$ cat config.mk
export PLATFORM = sky130hd
export DESIGN_NAME = mandel_pixel_engine
export DESIGN_NICKNAME = d
export VERILOG_FILES = /design/src/rtl/mandel_pkg.sv /design/src/rtl/mandel_iter_step.sv /design/src/rtl/mandel_pixel_engine.sv
export SDC_FILE = /design/constraint.sdc
export NUM_CORES = 2
export LEC_CHECK = 0
export BUFFER_PORTS_ARGS = -buffer_cell sky130_fd_sc_hd__buf_4
export CORE_AREA = 2 2 308 310
export DETAILED_ROUTE_END_ITERATION = 7
export DIE_AREA = 0 0 310 312
export MAX_ROUTING_LAYER = met4
export SYNTH_ARGS = -nofsm -noshare
export SYNTH_HDL_FRONTEND = slang
export SYNTH_HIERARCHICAL = 1
export SYNTH_SLANG_ARGS = --single-unit
$ cat constraint.sdc
create_clock -name clock -period 11 [get_ports clock]
set_input_delay 2.2 -clock clock [delete_from_list [all_inputs] [get_ports clock]]
set_output_delay 2.2 -clock clock [all_outputs]
set_load 0.01 [all_outputs]
$ cat src/rtl/mandel_pkg.sv
// Shared types, constants and colour mapping for the Mandelbrot pixel engine.
package mandel_pkg;

    localparam int DEF_WIDTH = 16;
    localparam int DEF_FRAC  = 12;

    typedef logic signed [DEF_WIDTH-1:0] fixed_t;

    typedef enum logic [2:0] {IDLE, INIT, ITER, PLOT, DONE} state_t;

    localparam int ESCAPE_R2 = 4 << DEF_FRAC;

    function automatic logic [2:0] escape_colour(input int unsigned iter);
        return 3'((iter % 7) + 1);
    endfunction

endpackage

$ cat src/rtl/mandel_iter_step.sv
// One combinational z = z^2 + c step with the |z|^2 > 4 escape test.
module mandel_iter_step #(
    parameter int WIDTH = 16,
    parameter int FRAC  = 12
) (
    input  logic signed [WIDTH-1:0] zr,
    input  logic signed [WIDTH-1:0] zi,
    input  logic signed [WIDTH-1:0] cr,
    input  logic signed [WIDTH-1:0] ci,
    output logic signed [WIDTH-1:0] zr_next,
    output logic signed [WIDTH-1:0] zi_next,
    output logic                    escaped
);

    localparam int PW = 2 * WIDTH;
    localparam int MW = WIDTH + 4;
    localparam logic [MW-1:0] ESC = MW'(4) << FRAC;

    logic signed [PW-1:0] zr_w, zi_w, p_rr, p_ii, p_ri, zr2, zi2, zri;
    logic        [MW-1:0] mag2;

    always_comb begin
        zr_w = PW'(zr);
        zi_w = PW'(zi);
        p_rr = zr_w * zr_w;
        p_ii = zi_w * zi_w;
        p_ri = zr_w * zi_w;
        zr2  = p_rr >>> FRAC;
        zi2  = p_ii >>> FRAC;
        zri  = p_ri >>> (FRAC - 1);
        // Squares are non-negative, so an unsigned sum at MW bits cannot wrap
        mag2    = MW'(zr2) + MW'(zi2);
        escaped = mag2 > ESC;
        zr_next = WIDTH'(zr2 - zi2 + PW'(cr));
        zi_next = WIDTH'(zri + PW'(ci));
    end

endmodule

$ cat src/rtl/mandel_pixel_engine.sv
// Raster-scan Mandelbrot escape-time renderer feeding vga_adapter (160x120).
// Optional MANDEL_PAN_EN adds re_origin/im_origin inputs latched per frame.
module mandel_pixel_engine
    import mandel_pkg::*;
#(
    parameter int X_MAX    = 159,
    parameter int Y_MAX    = 119,
    parameter int WIDTH    = 16,
    parameter int FRAC     = 12,
    parameter int MAX_ITER = 31,
    parameter int RE_MIN   = -8192,
    parameter int RE_STEP  = 77,
    parameter int IM_MAX   = 5120,
    parameter int IM_STEP  = 85
) (
    input  logic                    clock,
    input  logic                    resetn,
    input  logic                    start,
`ifdef MANDEL_PAN_EN
    input  logic signed [WIDTH-1:0] re_origin,
    input  logic signed [WIDTH-1:0] im_origin,
`endif
    output logic [7:0]              x,
    output logic [6:0]              y,
    output logic [2:0]              colour,
    output logic                    plot,
    output logic                    busy,
    output logic                    done
);

    localparam int IW = $clog2(MAX_ITER + 1);
    localparam logic signed [WIDTH-1:0] RE_STEP_F = WIDTH'(RE_STEP);
    localparam logic signed [WIDTH-1:0] IM_STEP_F = WIDTH'(IM_STEP);

    state_t state, state_nx;

    logic signed [WIDTH-1:0] zr, zi, cr, ci, zr_nx, zi_nx;
    logic signed [WIDTH-1:0] frame_re, frame_im, row_re;
    logic [IW-1:0]           iter;
    logic                    escaped, at_cap, last_col, last_row;

`ifdef MANDEL_PAN_EN
    logic signed [WIDTH-1:0] re_org_q;
    assign frame_re = re_origin;
    assign frame_im = im_origin;
    assign row_re   = re_org_q;
`else
    assign frame_re = WIDTH'(RE_MIN);
    assign frame_im = WIDTH'(IM_MAX);
    assign row_re   = WIDTH'(RE_MIN);
`endif

    mandel_iter_step #(
        .WIDTH (WIDTH),
        .FRAC  (FRAC)
    ) u_step (
        .zr      (zr),
        .zi      (zi),
        .cr      (cr),
        .ci      (ci),
        .zr_next (zr_nx),
        .zi_next (zi_nx),
        .escaped (escaped)
    );

    assign at_cap   = (iter == IW'(MAX_ITER));
    assign last_col = (x >= 8'(X_MAX));
    assign last_row = (y >= 7'(Y_MAX));

    always_ff @(posedge clock or negedge resetn) begin
        if (!resetn) state <= IDLE;
        else         state <= state_nx;
    end

    always_comb begin
        state_nx = state;
        case (state)
            IDLE, DONE: if (start) state_nx = INIT;
            INIT:       state_nx = ITER;
            ITER:       if (escaped || at_cap) state_nx = PLOT;
            PLOT:       state_nx = (last_col && last_row) ? DONE : INIT;
            default:    state_nx = IDLE;
        endcase
    end

    always_ff @(posedge clock or negedge resetn) begin
        if (!resetn) begin
            x      <= '0;
            y      <= '0;
            colour <= '0;
            zr     <= '0;
            zi     <= '0;
            cr     <= '0;
            ci     <= '0;
            iter   <= '0;
`ifdef MANDEL_PAN_EN
            re_org_q <= '0;
`endif
        end else begin
            case (state)
                IDLE, DONE: begin
                    if (start) begin
                        x  <= '0;
                        y  <= '0;
                        cr <= frame_re;
                        ci <= frame_im;
`ifdef MANDEL_PAN_EN
                        re_org_q <= re_origin;
`endif
                    end
                end
                INIT: begin
                    zr   <= '0;
                    zi   <= '0;
                    iter <= '0;
                end
                ITER: begin
                    if (escaped) begin
                        colour <= escape_colour(32'(iter));
                    end else if (at_cap) begin
                        colour <= '0;
                    end else begin
                        zr   <= zr_nx;
                        zi   <= zi_nx;
                        iter <= iter + IW'(1);
                    end
                end
                PLOT: begin
                    // c advances by accumulation; rows restart from the latched origin
                    if (!last_col) begin
                        x  <= x + 8'd1;
                        cr <= cr + RE_STEP_F;
                    end else if (!last_row) begin
                        x  <= '0;
                        y  <= y + 7'd1;
                        cr <= row_re;
                        ci <= ci - IM_STEP_F;
                    end
                end
                default: ;
            endcase
        end
    end

    assign plot = (state == PLOT);
    assign busy = (state == INIT) || (state == ITER) || (state == PLOT);
    assign done = (state == DONE);

endmodule

Word-level counts from Yosys, hierarchy flattened
Index checks and enable logic that the tools add are counted. W data, S select, Z words.

Bits in latches: 0. Memories: 0. Word-level logic and storage cells: 83. Memory bits (writable): 0. Register bits: 90. Bits of input ports: 3. Output and inout bits: 21. Bits in read-only memories: 0.

Reduce and logical (&&, ||, !) cells: 14. Mux-type cells: 31. Equality and inequality tests: 12. Shift operators: 0. Add/subtract/negate cells: 10. Divide/modulo/power cells: 1. Bitwise gates (word level): 0. Multiply operators: 3. Order comparisons: 3.

Operators with widths (count): $mux W16 (10); $pmux W16 S2 (4); $mul A16 B16 Y32 (2); $add A16 B16 Y16 (2); $mod A5 B3 Y32 const B (1); $mul A16 B16 Y27 (1); $mux W8 (3); $mux W7 (3); $add A20 B20 Y20 (1); $gt A20 B15 Y1 const B (1); $add A16 B8 Y16 const B (1); $pmux W8 S2 (1); $sub A16 B16 Y16 (1); $sub A16 B8 Y16 const B (1); $mux W3 (5); $pmux W7 S2 (1); $pmux W3 S4 (1); $mux W5 (2); $ne A2 B2 Y1 const B (5); $pmux W5 S2 (1); $add A8 B1 Y8 const B (1); $ge A8 B8 Y1 const B (1); $add A7 B1 Y7 const B (1); $ge A7 B7 Y1 const B (1); other kinds (16) (23).

Longest topological paths before layout
Word-level depth: 6. Depth in mapped cells: 47. Gate-level depth less buffers: 44.

Hierarchy
The synthesis kept the hierarchy.

By module, submodules not included: mandel_iter_step (cells each 3127, instances 1, area an instance 27883.0 um^2, sequential area each 0.0 um^2); mandel_pixel_engine (cells each 479, instances 1, area an instance 4514.3 um^2, sequential area each 2252.2 um^2).

Worst setup path before layout
No wires, ideal clock.

Path kind: register to register. Start: register zr[9]. End: register zi[0]. Slack: 2.074 ns. Arrival time: 8.843 ns. Clock period less this slack: 8.926 ns. Buffers on the path: 3. Stages on the path, launching flop included: 46. Data required time: 10.917 ns. Setup time: 0.083 ns. Cells stage by stage: dfrtp_1 > buf_1 > clkbuf_1 > nand2_1 > fa_1 > inv_1 > fa_1 > inv_1 > fa_1 > inv_1 > fa_1 > fa_1 > inv_1 > fa_1 > inv_1 > ha_1 > a21o_1 > a21o_2 > (+10 left out) > ha_1 > inv_1 > nor2_1 > nor2_1 > inv_1 > a21oi_1 > o21ai_0 > a21oi_1 > xnor3_1 > o2111a_1 > a22oi_1 > nor4_1 > o211ai_1 > nor3b_2 > nor2_1 > clkbuf_1 > nand2_1 > o21ai_0.

Cells in the longest elaborated chain, start to end: 5. Elaborated cells on any way between the ends: 10. Those cells by class: 2 x add/sub; 2 x mul; 1 x order compare; 1 x eq/ne; 3 x mux; 1 x reduce/logical.

RTL lines: start, declared (RTL line mandel_pixel_engine.sv:37) `logic signed [WIDTH-1:0] zr, zi, cr, ci, zr_nx, zi_nx;`; start signal, assigned (RTL line mandel_pixel_engine.sv:123) `zr <= zr_nx;`; $mul A16 B16 Y32 (RTL line mandel_iter_step.sv:25) `p_rr = zr_w * zr_w;`; $add A20 B20 Y20 (RTL line mandel_iter_step.sv:32) `mag2 = MW'(zr2) + MW'(zi2);`; $gt A20 B15 Y1 (RTL line mandel_iter_step.sv:33) `escaped = mag2 > ESC;`; named net escaped (RTL line mandel_pixel_engine.sv:40) `logic escaped, at_cap, last_col, last_row;`; $ne A2 B2 Y1 (no line); $reduce_and A3 Y1 (no line); end signal, assigned (RTL line mandel_pixel_engine.sv:124) `zi <= zi_nx;`; end, declared (RTL line mandel_pixel_engine.sv:37).

The timed path passes the listed nets, and every way through them passes these cells. The select of a mux whose other input is x is not followed. A chain may end at the register's enable or synchronous reset.

Final worst setup path
Start: register zr[6]. End: register zr[0].

Elaborated cells on any way between the ends: 10. Those cells by class: 3 x add/sub; 1 x mul; 1 x order compare; 1 x eq/ne; 3 x mux; 1 x reduce/logical.

RTL lines (RTL line): $mul A16 B16 Y32 (mandel_iter_step.sv:25); $add A20 B20 Y20 (mandel_iter_step.sv:32); $gt A20 B15 Y1 (mandel_iter_step.sv:33); named net escaped (mandel_pixel_engine.sv:40); $ne A2 B2 Y1 (no line); $reduce_and A3 Y1 (no line).

The timed path passes the listed nets, and every way through them passes these cells. The select of a mux whose other input is x is not followed.

==> metrics.yaml <==
syn_avg_cell_area_um2: 8.98
utilization_pct: 37.1
ir_drop_mv: 0.256
synth_area_mm2: 0.0324
grt_pass1_vias: 24600
max_slew_margin_pct: 34.4
p_sw_w: 0.00404
fin_skew_ps: 18.8
cpMostUsedCell: "inv_1"
fmax_mhz: 97.2
cts_buffers: 9
p_int_w: 0.00289
cts.path.max_buffers: 2
drtAntennaViolNets: 0
yosys_warnings: 6
hp-class: "flop to flop"
synth_cell_type_count: 90
power.total_w: 0.00693
drcViolationCount: 0
synthMuxAreaShare_pct: 0.390
io_pins: 24
reg2regPathDepth: 39
row_count: 112
clkPwrFrac_pct: 4.9
cts_root_buf: "clkbuf_16"
vias: 23000
hold_viol_final: 0
syn2layout_area_growth_pct: 6.48
ctsHoldBuffers: 0
worstHoldStart: "colour[2]"
cp_slowest_stage_delay_ps: 720
pwr-share-seq_pct: 9.1
syn_inst: 3606
die_w_um: 310
fin_cells: 4850
synth_enable_flop_cells: 0
fin_tns_setup_ps: 0
crit_type: "flop to flop"
min_to: "colour[2]"
drt_first_pass_iters: 5
final-max-slew-violation-count: 0
combPwrFrac_pct: 86.0
antenna_found_initial: 1
required_ps: 11220
grt_max_degree: 62
maxCapViolCount: 0
r2r_end: "zr[0]"
synth_ff_type: "dfrtp_1"
status: "finished clean"
ys_ff_latch: 90
period_share_pct: 93.5
initial_core_util_pct: 34.8
critPathArrivalTime_ps: 10510
grt_usage_pct: 18.1
dieArea_mm2: 0.0967
ff2ff_setup_slack_ps: 710
viasPerCell: 4.75
io_buffer_count: 23
overflow: 0
switching_share_pct: 58.3
worst_slew_pin_slew_ps: 971
synth_top_cells_by_count: "967 x inv_1, 708 x fa_1, 409 x nand2_1, 305 x ha_1, 197 x nor2_1"
placed_cells: 4832
postCtsResizedCells: 0
cp_max_fo: 29
coreArea_mm2: 0.0930
crit_path_top_delay_cell: "dfrtp_1"
rsz0062_at_grt: "false"
synth_top_family_by_area: "adder cells"
fin_nets: 4606
cts.sinks: 90
synth.area.top_cells: "fa_1 44%, ha_1 12%, inv_1 11%"
gp_congestion: 0.891
cts_htree_levels: 3
hold_path_depth: 2
cellPowerDensity_mw_per_mm2: 201
synth-seq-area-share_pct: 6.95
die_h_um: 312
grt_pass1_wl_um: 134000
final_layout_size_suffix_gt1_share_pct: 4.56
drt_iter0_drc: 1236
synth_compound_gate_area_share_pct: 7.32
timing.final.ws_setup_ps: 713
wire_per_inst_um: 16.7
hpwl_um: 67600
r2r_start: "zr[6]"
synth_top_cell_area_share_pct: 43.7
cts_tree: "done"
wirelength_um: 81100
synth_top_area_cell: "fa_1"
cp-start-kind: "flop"
setup_viol: 0
synth_xor_area_share_pct: 4.19
synth-simple-area-share_pct: 12.8
synth_fa_ha_area_share_pct: 55.5
post_cts_buffers: 0
worst_setup_path_end_kind: "flop"
synthesis.nets: 4622
clk_latency_ps: 370
leakagePower_nw: 18.1
clk_pin_slew_ps: 80
async_flop_share_pct: 100
dp_worst_setup_slack_ps: 734
min_period_ps: 10290
synth_most_common_cell: "inv_1"
how the worst max path moves through the flow:
stage / from / end / slack, ps / cells past startpoint
detailed placement: zr[6] / zr[0] / 730 / 42
CTS: zr[6] / zr[0] / 740 / 42
finish: zr[6] / zr[0] / 710 / 39
global placement: zr[7] / zr[12] / 900 / 41
floorplan: zr[9] / zi[0] / 2070 / 45
global route: zr[6] / zr[7] / 20 / 42
sequential cells by signal (all words and copies together) (netlist names):
register	cells
x	8
zi	16
cr	16
zr	16
colour	3
y	7
ci	16
iter	5
state	3
power by group through the flow:
stage / sequential, W / clock [W] / combinational [W]
after floorplan: 0.000526 / 0 / 0.00433
after global placement: 0.000625 / 0 / 0.00582
after detailed placement: 0.000625 / 0 / 0.00586
after CTS: 0.000621 / 0.000348 / 0.00592
after global routing: 0.000641 / 0.000357 / 0.00671
final: 0.000628 / 0.000341 / 0.00596
cell type report:
class / count / area, um^2
clock inverter: 6 / 73.8
sequential: 90 / 2250
multi-input combinational: 2420 / 26000
fill: 9551 / 58600
tap: 1254 / 1570
antenna: 1 / 2.50
timing repair buffer: 92 / 691
inverter: 977 / 3670
clock buffer: 10 / 229
per-layer routing:
layer	up-vias	wire (um)	GRT usage, %
met3	61	4740	2.67
li1	10700	-	-
met2	570	38900	29.3
met5	-	0	-
met1	11700	36400	24.6
met4	0	1110	2.77
cells by family (layout without fill, tap and decap cells):
logic type,count (synthesis),after routing
other,0,1
buffers and inverters,1097,1085
DFF,90,90
AOI/OAI and AO/OA,344,344
and+or+nand+nor,903,904
muxes,12,12
xor gates and xnor gates,147,147
adders and majority gates,1013,1013
metrics by stage:
step / area, um^2 / hold slack [ps]
after global placement: 34200 / 481
after floorplan: 32400 / 445
after detailed placement: 34200 / 477
after CTS: 34500 / 497
final: 34500 / 492
after global routing: 34500 / 524
cell usage in the layout (no fill, tap or decap), types with 78 or more instances in the layout:
cell type	instances
and2_1	130
buf_4	92
dfrtp_1	90
fa_1	708
ha_1	305
inv_1	967
nand2_1	409
nor2_1	195
o21ai_0	78
xnor2_1	115
worst max-delay path, delay by kind of cell, from the launching register on:
family	cells	cell delay, ps
AO/OA/AOI/OAI	14	2750
flip-flops	1	720
adder cells (fa/ha/maj)	8	3140
buffers and inverters	8	930
AND/OR/NAND/NOR	9	2590
Power figures use the tool's default switching activity.
